`src/rtl/move_input_controller.sv`:
```
// Move input front end for the tic-tac-toe game: debounces the confirm button,
// tracks whose turn it is, enforces the per-turn time limit and issues one-cycle
// play requests for X or O.
module move_input_controller #(
  parameter int unsigned CLK_HZ          = 50_000_000,
  parameter int unsigned DEBOUNCE_CYCLES = 1_000_000,
  parameter int unsigned TURN_SECONDS    = 10
) (
  input  logic        clk,
  input  logic        rst,
  input  logic        btn_confirm,
  input  logic [3:0]  sw_position,
  input  logic [17:0] board,
  input  logic        game_over,
  output logic        playX,
  output logic        playO,
  output logic [3:0]  playerX_position,
  output logic [3:0]  playerO_position,
  output logic        turn,
  output logic [3:0]  time_left,
  output logic        reject
);

  localparam int unsigned DB_W   = $clog2(DEBOUNCE_CYCLES + 1);
  localparam int unsigned TICK_W = $clog2(CLK_HZ + 1);
  localparam logic [3:0]  NO_POS = 4'd15;
  localparam logic [3:0]  T_LOAD = 4'(TURN_SECONDS);

  typedef enum logic [2:0] {X_TURN, X_ISSUE, O_TURN, O_ISSUE, DONE} state_t;

  state_t            state, state_n;
  logic              sync1, sync2, db_level, db_prev, confirm;
  logic [DB_W-1:0]   db_cnt;
  logic [TICK_W-1:0] tick_cnt;
  logic              tick, in_turn;
  logic [15:0]       free;
  logic [3:0]        lowest, cell_q, cell_n, time_n;
  logic              any_free, legal, turn_n, reject_n;

  // Two-flop synchroniser and counter-based debouncer on the raw button.
  always_ff @(posedge clk) begin
    if (rst) begin
      sync1    <= 1'b0;
      sync2    <= 1'b0;
      db_level <= 1'b0;
      db_prev  <= 1'b0;
      db_cnt   <= '0;
    end else begin
      sync1   <= btn_confirm;
      sync2   <= sync1;
      db_prev <= db_level;
      if (sync2 == db_level) begin
        db_cnt <= '0;
      end else if (db_cnt == DB_W'(DEBOUNCE_CYCLES - 1)) begin
        db_level <= sync2;
        db_cnt   <= '0;
      end else begin
        db_cnt <= db_cnt + DB_W'(1);
      end
    end
  end

  assign confirm = db_level & ~db_prev;
  assign in_turn = (state == X_TURN) || (state == O_TURN);
  assign tick    = in_turn && (tick_cnt == TICK_W'(CLK_HZ - 1));

  // One-second tick counter; held at zero outside the waiting states so every turn starts fresh.
  always_ff @(posedge clk) begin
    if (rst || !in_turn || tick) tick_cnt <= '0;
    else                         tick_cnt <= tick_cnt + TICK_W'(1);
  end

  // Free-cell map and lowest free cell for the timeout auto-play.
  always_comb begin
    free     = '0;
    lowest   = NO_POS;
    any_free = 1'b0;
    for (int i = 0; i < 9; i++) free[i] = (board[2*i +: 2] == 2'b00);
    for (int i = 8; i >= 0; i--) begin
      if (free[i]) begin
        lowest   = 4'(i);
        any_free = 1'b1;
      end
    end
  end

  assign legal = confirm && (sw_position <= 4'd8) && free[sw_position];

  // State and registered outputs.
  always_ff @(posedge clk) begin
    if (rst) begin
      state            <= X_TURN;
      cell_q           <= NO_POS;
      playX            <= 1'b0;
      playO            <= 1'b0;
      playerX_position <= NO_POS;
      playerO_position <= NO_POS;
      turn             <= 1'b0;
      time_left        <= T_LOAD;
      reject           <= 1'b0;
    end else begin
      state            <= state_n;
      cell_q           <= cell_n;
      playX            <= (state_n == X_ISSUE);
      playO            <= (state_n == O_ISSUE);
      playerX_position <= (state_n == X_ISSUE) ? cell_n : NO_POS;
      playerO_position <= (state_n == O_ISSUE) ? cell_n : NO_POS;
      turn             <= turn_n;
      time_left        <= time_n;
      reject           <= reject_n;
    end
  end

  // Next-state logic: game_over > legal confirm > timeout > reject.
  always_comb begin
    state_n  = state;
    cell_n   = cell_q;
    time_n   = time_left;
    turn_n   = turn;
    reject_n = 1'b0;
    if (game_over) begin
      state_n = DONE;
    end else begin
      case (state)
        X_TURN, O_TURN: begin
          if (legal) begin
            cell_n  = sw_position;
            state_n = (state == X_TURN) ? X_ISSUE : O_ISSUE;
          end else if (tick && (time_left == 4'd1)) begin
            if (any_free) begin
              time_n  = 4'd0;
              cell_n  = lowest;
              state_n = (state == X_TURN) ? X_ISSUE : O_ISSUE;
            end else begin
              time_n = T_LOAD;
            end
          end else begin
            if (tick)    time_n   = time_left - 4'd1;
            if (confirm) reject_n = 1'b1;
          end
        end
        X_ISSUE: begin
          state_n = O_TURN;
          turn_n  = 1'b1;
          time_n  = T_LOAD;
        end
        O_ISSUE: begin
          state_n = X_TURN;
          turn_n  = 1'b0;
          time_n  = T_LOAD;
        end
        default: state_n = DONE;
      endcase
    end
  end

endmodule

```
`config.mk`:
```
export PLATFORM = sky130hd
export DESIGN_NAME = move_input_controller
export DESIGN_NICKNAME = d
export VERILOG_FILES = /design/src/rtl/move_input_controller.sv
export SDC_FILE = /design/constraint.sdc
export NUM_CORES = 1
export LEC_CHECK = 0
export CORE_ASPECT_RATIO = 1.2
export CORE_UTILIZATION = 30
export DETAILED_ROUTE_END_ITERATION = 6
export DONT_BUFFER_PORTS = 1
export REMOVE_ABC_BUFFERS = 1
export SLEW_MARGIN = 40
export SYNTH_ARGS = -nofsm -noshare
export SYNTH_HDL_FRONTEND = slang
export SYNTH_SLANG_ARGS = --single-unit
```
`constraint.sdc`:
```
create_clock -name clk -period 2.4 [get_ports clk]
set_clock_uncertainty 0.05 [all_clocks]
set_input_delay 0.24 -clock clk [delete_from_list [all_inputs] [get_ports clk]]
set_output_delay 0.24 -clock clk [all_outputs]
set_load 0.03 [all_outputs]
```
# After elaboration in Yosys (flattened, before gate mapping)

Cells that the tools add are included.
W data, S select, Z words.

Memories: 0
Bits in latches: 0
Bits of input ports: 26
Memory bits (read-only): 0
Bits in writable memories: 0
Logic and storage cells: 105
Bits in registers: 73
Output and inout port bits: 16

Multiply operators: 0
Div/mod/pow operators: 0
$lt $le $gt $ge: 2
Bitwise logic cells: 7
Mux-type cells: 38
Shift-type cells: 0
Equality and inequality tests: 11
Add/sub/neg operators: 3
Reductions and logical operators: 29

Operators with widths:

| operator                | number |
|---|---|
| $mux W4                 | 17 |
| $add A26 B1 Y26 const B | 1 |
| $eq A26 B26 Y1 const B  | 1 |
| $add A20 B1 Y20 const B | 1 |
| $eq A20 B20 Y1 const B  | 1 |
| $logic_not A2 Y1        | 9 |
| $mux W3                 | 5 |
| $mux W1                 | 11 |
| $eq A3 B2 Y1 const B    | 3 |
| $pmux W3 S3             | 1 |
| $pmux W4 S2             | 1 |
| $reduce_or A2 Y1        | 4 |
| $eq A3 B1 Y1 const B    | 2 |
| $not A1 Y1              | 6 |
| $lt A4 B5 Y1 const B    | 1 |
| $reduce_or A5 Y1        | 1 |
| $bmux W1 S4             | 1 |
| $eq A4 B1 Y1 const B    | 1 |
| $le A4 B4 Y1 const B    | 1 |
| $logic_and A1 B1 Y1     | 4 |
| $reduce_and A2 Y1       | 2 |
| $reduce_and A4 Y1       | 1 |
| $reduce_bool A2 Y1      | 2 |
| $sub A4 B1 Y4 const B   | 1 |
| other kinds (10)        | 12 |

# Depth between registers and ports, before layout

Depth after elaboration: 18
Depth in mapped cells: 9
Mapped depth without buffers: 8

# Worst setup path before layout

Ideal clock, no wire load.

Path kind: register to register
From: register time_left[0]
To: register cell_q[2]
Stages on the path, launching flop included: 9
Clock period less this slack: 2.192 ns
Slack: 0.208 ns
Setup time: 0.069 ns
Required time: 2.281 ns
Arrival: 2.073 ns
Path buffers: 1
Cell sequence: dfxtp_1 > ha_1 > or3b_1 > nor3_2 > and4_1 > buf_2 > o211ai_1 > a31o_2 > o21ai_1

Longest elaborated chain between the ends: 6

Ends and longest elaborated chain:

| item                   | RTL line | RTL |
|---|---|---|
| start, declared        | 20       | `output logic [3:0] time_left,` |
| start signal, assigned | 109      | `time_left <= time_n;` |
| $eq A4 B1 Y1           | 129      | `end else if (tick && (time_left == 4'd1)) begin` |
| $logic_and A1 B1 Y1    | 129      |  |
| $mux W4                | 129      |  |
| $mux W4                | 126      | `if (legal) begin` |
| $mux W4                | 124      | `case (state)` |
| $mux W4                | 121      | `if (game_over) begin` |
| end signal, assigned   | 103      | `cell_q <= cell_n;` |
| end, declared          | 37       | `logic [3:0] lowest, cell_q, cell_n, time_n;` |

Every way passes these cells.
A chain may end at the register's enable or synchronous reset.

# Worst setup path after layout

From: register tick_cnt[16]
To: register playerX_position[1]

Longest elaborated chain between the ends: 10
Elaborated cells between the ends (all ways): 14
Those cells by class: eq/ne (2); mux (8); bitwise (1); reduce/logical (3)

Ends and longest elaborated chain:

| item                              | RTL line | RTL |
|---|---|---|
| start, declared                   | 34       | `logic [TICK_W-1:0] tick_cnt;` |
| start signal, assigned            | 70       | `else tick_cnt <= tick_cnt + TICK_W'(1);` |
| $eq A26 B26 Y1 *                  | 65       | `assign tick = in_turn && (tick_cnt == TICK_W'(CLK_HZ - 1));` |
| $logic_and A1 B1 Y1 *             | 65       |  |
| $logic_and A1 B1 Y1 *             | 129      |  |
| $mux W3                           | 129      |  |
| $mux W3                           | 126      |  |
| $pmux W3 S3                       | 124      |  |
| $mux W3                           | 121      |  |
| $eq A3 B1 Y1                      | 106      | `playerX_position <= (state_n == X_ISSUE) ? cell_n : NO_POS;` |
| $not A1 Y1 (no source line)       | --       |  |
| $reduce_or A2 Y1 (no source line) | --       |  |
| end signal, assigned              | 106      |  |
| end, declared                     | 17       | `output logic [3:0] playerX_position,` |

Every way passes the cells marked *; elsewhere a longest branch is shown, timed or not.

==> flow_summary.toml <==
[run_status]
status = "finished clean"

[sta]
max_slew.worst_pin.slew_ps = 659.7
finalSetupViolCount = 0
min_period_ps = 2126
hold_viol_final = 0
rsz0062_at_grt = "no"
fmax_mhz = 470.3
drv_slew = 0
finalCritPeriodShare_pct = 88.60
layout_setup_ws_ps = 273.6
relSlewSlack_pct = 55.68
holdWs_ps = 95.23

[floorplanning]
die_area_sq_mm = 0.01215
start_util_pct = 31.38
die_y_um = 120.5
die_x_um = 100.8
core_area_sq_mm = 0.01119
ios = 42
std_cell_rows = 42

[place]
place_ws_ps = 72.41
place_congestion = 0.8649
hpwlAfterDp_um = 5226
port_buffers = 0

[critical_path]
cp_slowest_stage_delay_ps = 400
endpoint_kind = "flip-flop"
path_class = "reg2reg"
cp.required_ps = 2550
slowest_stage = "a211oi_4"
critPathArrivalTime_ps = 2270
worstPathCellList = "nor4b_1 -> and4_1 -> and3_4 -> nand3b_2 -> a211oi_4 -> o211ai_1"
critPathLaunchType = "flip-flop"
critical_path_peak_fanout = 6

[route]
first_pass_iters = 5
routedWlPerCell_um = 13.12
drc = 0
drt_iter0_drc = 99
wl_um = 7135
viasPerCell = 4.892
ant_nets = 0
vias = 2661

[run]
cap_violations = 0

[finish]
antenna_cells = 0
synthToLayoutAreaGrowth_pct = 15.53
drive_gt1_share_pct = 15.13
utilization_pct = 36.25
nFillCells = 1124
register_area_sq_mm = 0.001461
multi_input_area_sq_mm = 0.001917
final_nets = 415

[pwr]
p_leak_uw = 0.001333
peakVddDrop_mv = 0.4284
p_per_area_mw_per_mm2 = 712.0

[worst_hold_path]
hold_path_class = "in2reg"

[clock_tree]
cts_num_sinks = 73
clockRootBuffer = "clkbuf_16"
cts_tree = "yes"
clock_path_buffers = 2
cts_htree_levels = 3
insertion_delay_ps = 330
cts_buffers = 9
cts_setup_buffers = 0
cts.clk_slew.worst_paths_ps = 60

[yosys]
ys_warn_count = 0
synth_flop_cell = "dfxtp_1"
synth_seq_cells = 73
async_flop_share_pct = 0
synthesis.area_sq_mm = 0.003512
yosysTopAreaCell = "dfxtp_1"
syn-mean-instance-area_sq_um = 9.341
syn_inst = 376
synth_edf_count = 0
synth.distinct_cells = 57
ys_top_cells_by_area = "dfxtp_1 (42%), xor2_1 (7.7%), nor2_4 (5.8%), nor2_1 (5.3%), nand3_1 (3.6%)"
yosys.cell_count.top_type = "dfxtp_1"
ys_seq_area_share_pct = 41.61
synth_top_area_share_pct = 41.61
netlist_top_cells_count = "dfxtp_1 (73), nor2_1 (50), xor2_1 (31)"

[grt]
grt_first_pass_wirelength_um = 12410
grt_pass1_vias = 2623
grt_max_degree = 26
grt.overflow.total = 0
grtUsageTotal_pct = 13.06
antenna_found_initial = 0
-- registers in the layout, indices dropped and copies added, names as in the netlist --
register and count:
time_left 4, db_prev 1, reject 1, db_level 1, playerX_position 4, playX 1
turn 1, sync1 1, sync2 1, playO 1, cell_q 4, tick_cnt 26
state 3, playerO_position 4, db_cnt 20
-- layer usage --
metal,up-vias,wire length (um),global-route usage [%],share of wire (%)
met5,-,0,0,0
met4,0,85,3.986,1.2
met3,8,424,5.202,5.9
met2,60,3430,20.76,48
met1,1237,3195,16.13,45
li1,1356,-,-,-
-- report_power, final --
part / switching (uW) / internal, uW / leakage (uW)
registers: 7.57 / 1220 / 0.000590
logic: 66.7 / 39.8 / 0.000574
clock network: 509 / 1050 / 0.000169
total: 583 / 2310 / 0.00133
-- worst max-delay path, delay by kind of cell, from the launching register on --
| kind | cells | cell delay (ps) |
|---|---|---|
| compound gates | 2 | 530 |
| flops | 1 | 350 |
| simple gates | 4 | 1080 |
-- worst paths after layout --
check | from | to | slack, ps | depth (start not counted)
max | tick_cnt[16]$_SDFF_PP0_ | playerX_position[1]$_SDFF_PP1_ | 270 | 6
min | rst | time_left[2]$_SDFFE_PP0P_ | 100 | 3
max reg2reg | tick_cnt[16]$_SDFF_PP0_ | playerX_position[1]$_SDFF_PP1_ | 270 | 6
min reg2reg | sync1$_SDFF_PP0_ | sync2$_SDFF_PP0_ | 380 | 1
-- kinds of logic after synthesis --
logic type / Yosys count / synth area share [%]
xor gates and xnor gates: 44 / 10.97
AOI/OAI and AO/OA: 45 / 9.726
buffers and inverters: 21 / 3.918
DFF: 73 / 41.61
muxes: 3 / 1.318
and+or+nand+nor: 186 / 31.03
adders and majority gates: 4 / 1.425
-- per-stage QoR --
step	cell area (sq um)	instances	power [uW]	TNS [ps]
after floorplan	3405	363	1326	-2934
after global placement	3671	525	1350	0
after detailed placement	3671	525	1352	0
after CTS	4055	544	2929	0
after global routing	4058	544	3006	0
final	4058	544	2889	0
-- cell type report --
type	count	share of cell area, %
Multi-Input combinational cell	282	47.24
Timing Repair Buffer	11	2.529
Clock inverter	6	2.837
Sequential cell	73	36.02
Inverter	8	0.7401
Tap cell	154	4.749
Clock buffer	10	5.890
-- repair_timing --
item | 4_1_cts | 5_1_grt
hold endpoints to repair | 12 | 0
gates resized for setup | 0 | 2
endpoints found under the setup margin | 0 | 9
hold buffers | 3 | 0
-- placed cells by master (no fill, tap or decap), types with 4 or more instances in the layout --
cell type / synthesis / layout
clkbuf_16: 0 / 9
and3_1: 8 / 8
nor2b_1: 5 / 5
o211ai_1: 5 / 5
ha_1: 4 / 4
xor2_1: 31 / 31
nor4_1: 4 / 4
nand3_1: 25 / 25
o21ai_0: 4 / 4
a21oi_1: 8 / 8
nand4_1: 10 / 10
nor3_1: 12 / 12
o22ai_1: 8 / 8
nor4b_1: 5 / 5
nor2_4: 18 / 18
buf_4: 0 / 7
dfxtp_1: 73 / 73
inv_1: 8 / 8
nand2_1: 23 / 23
nor2_1: 50 / 50
xnor2_1: 13 / 13
Power figures use the tool's default switching activity.
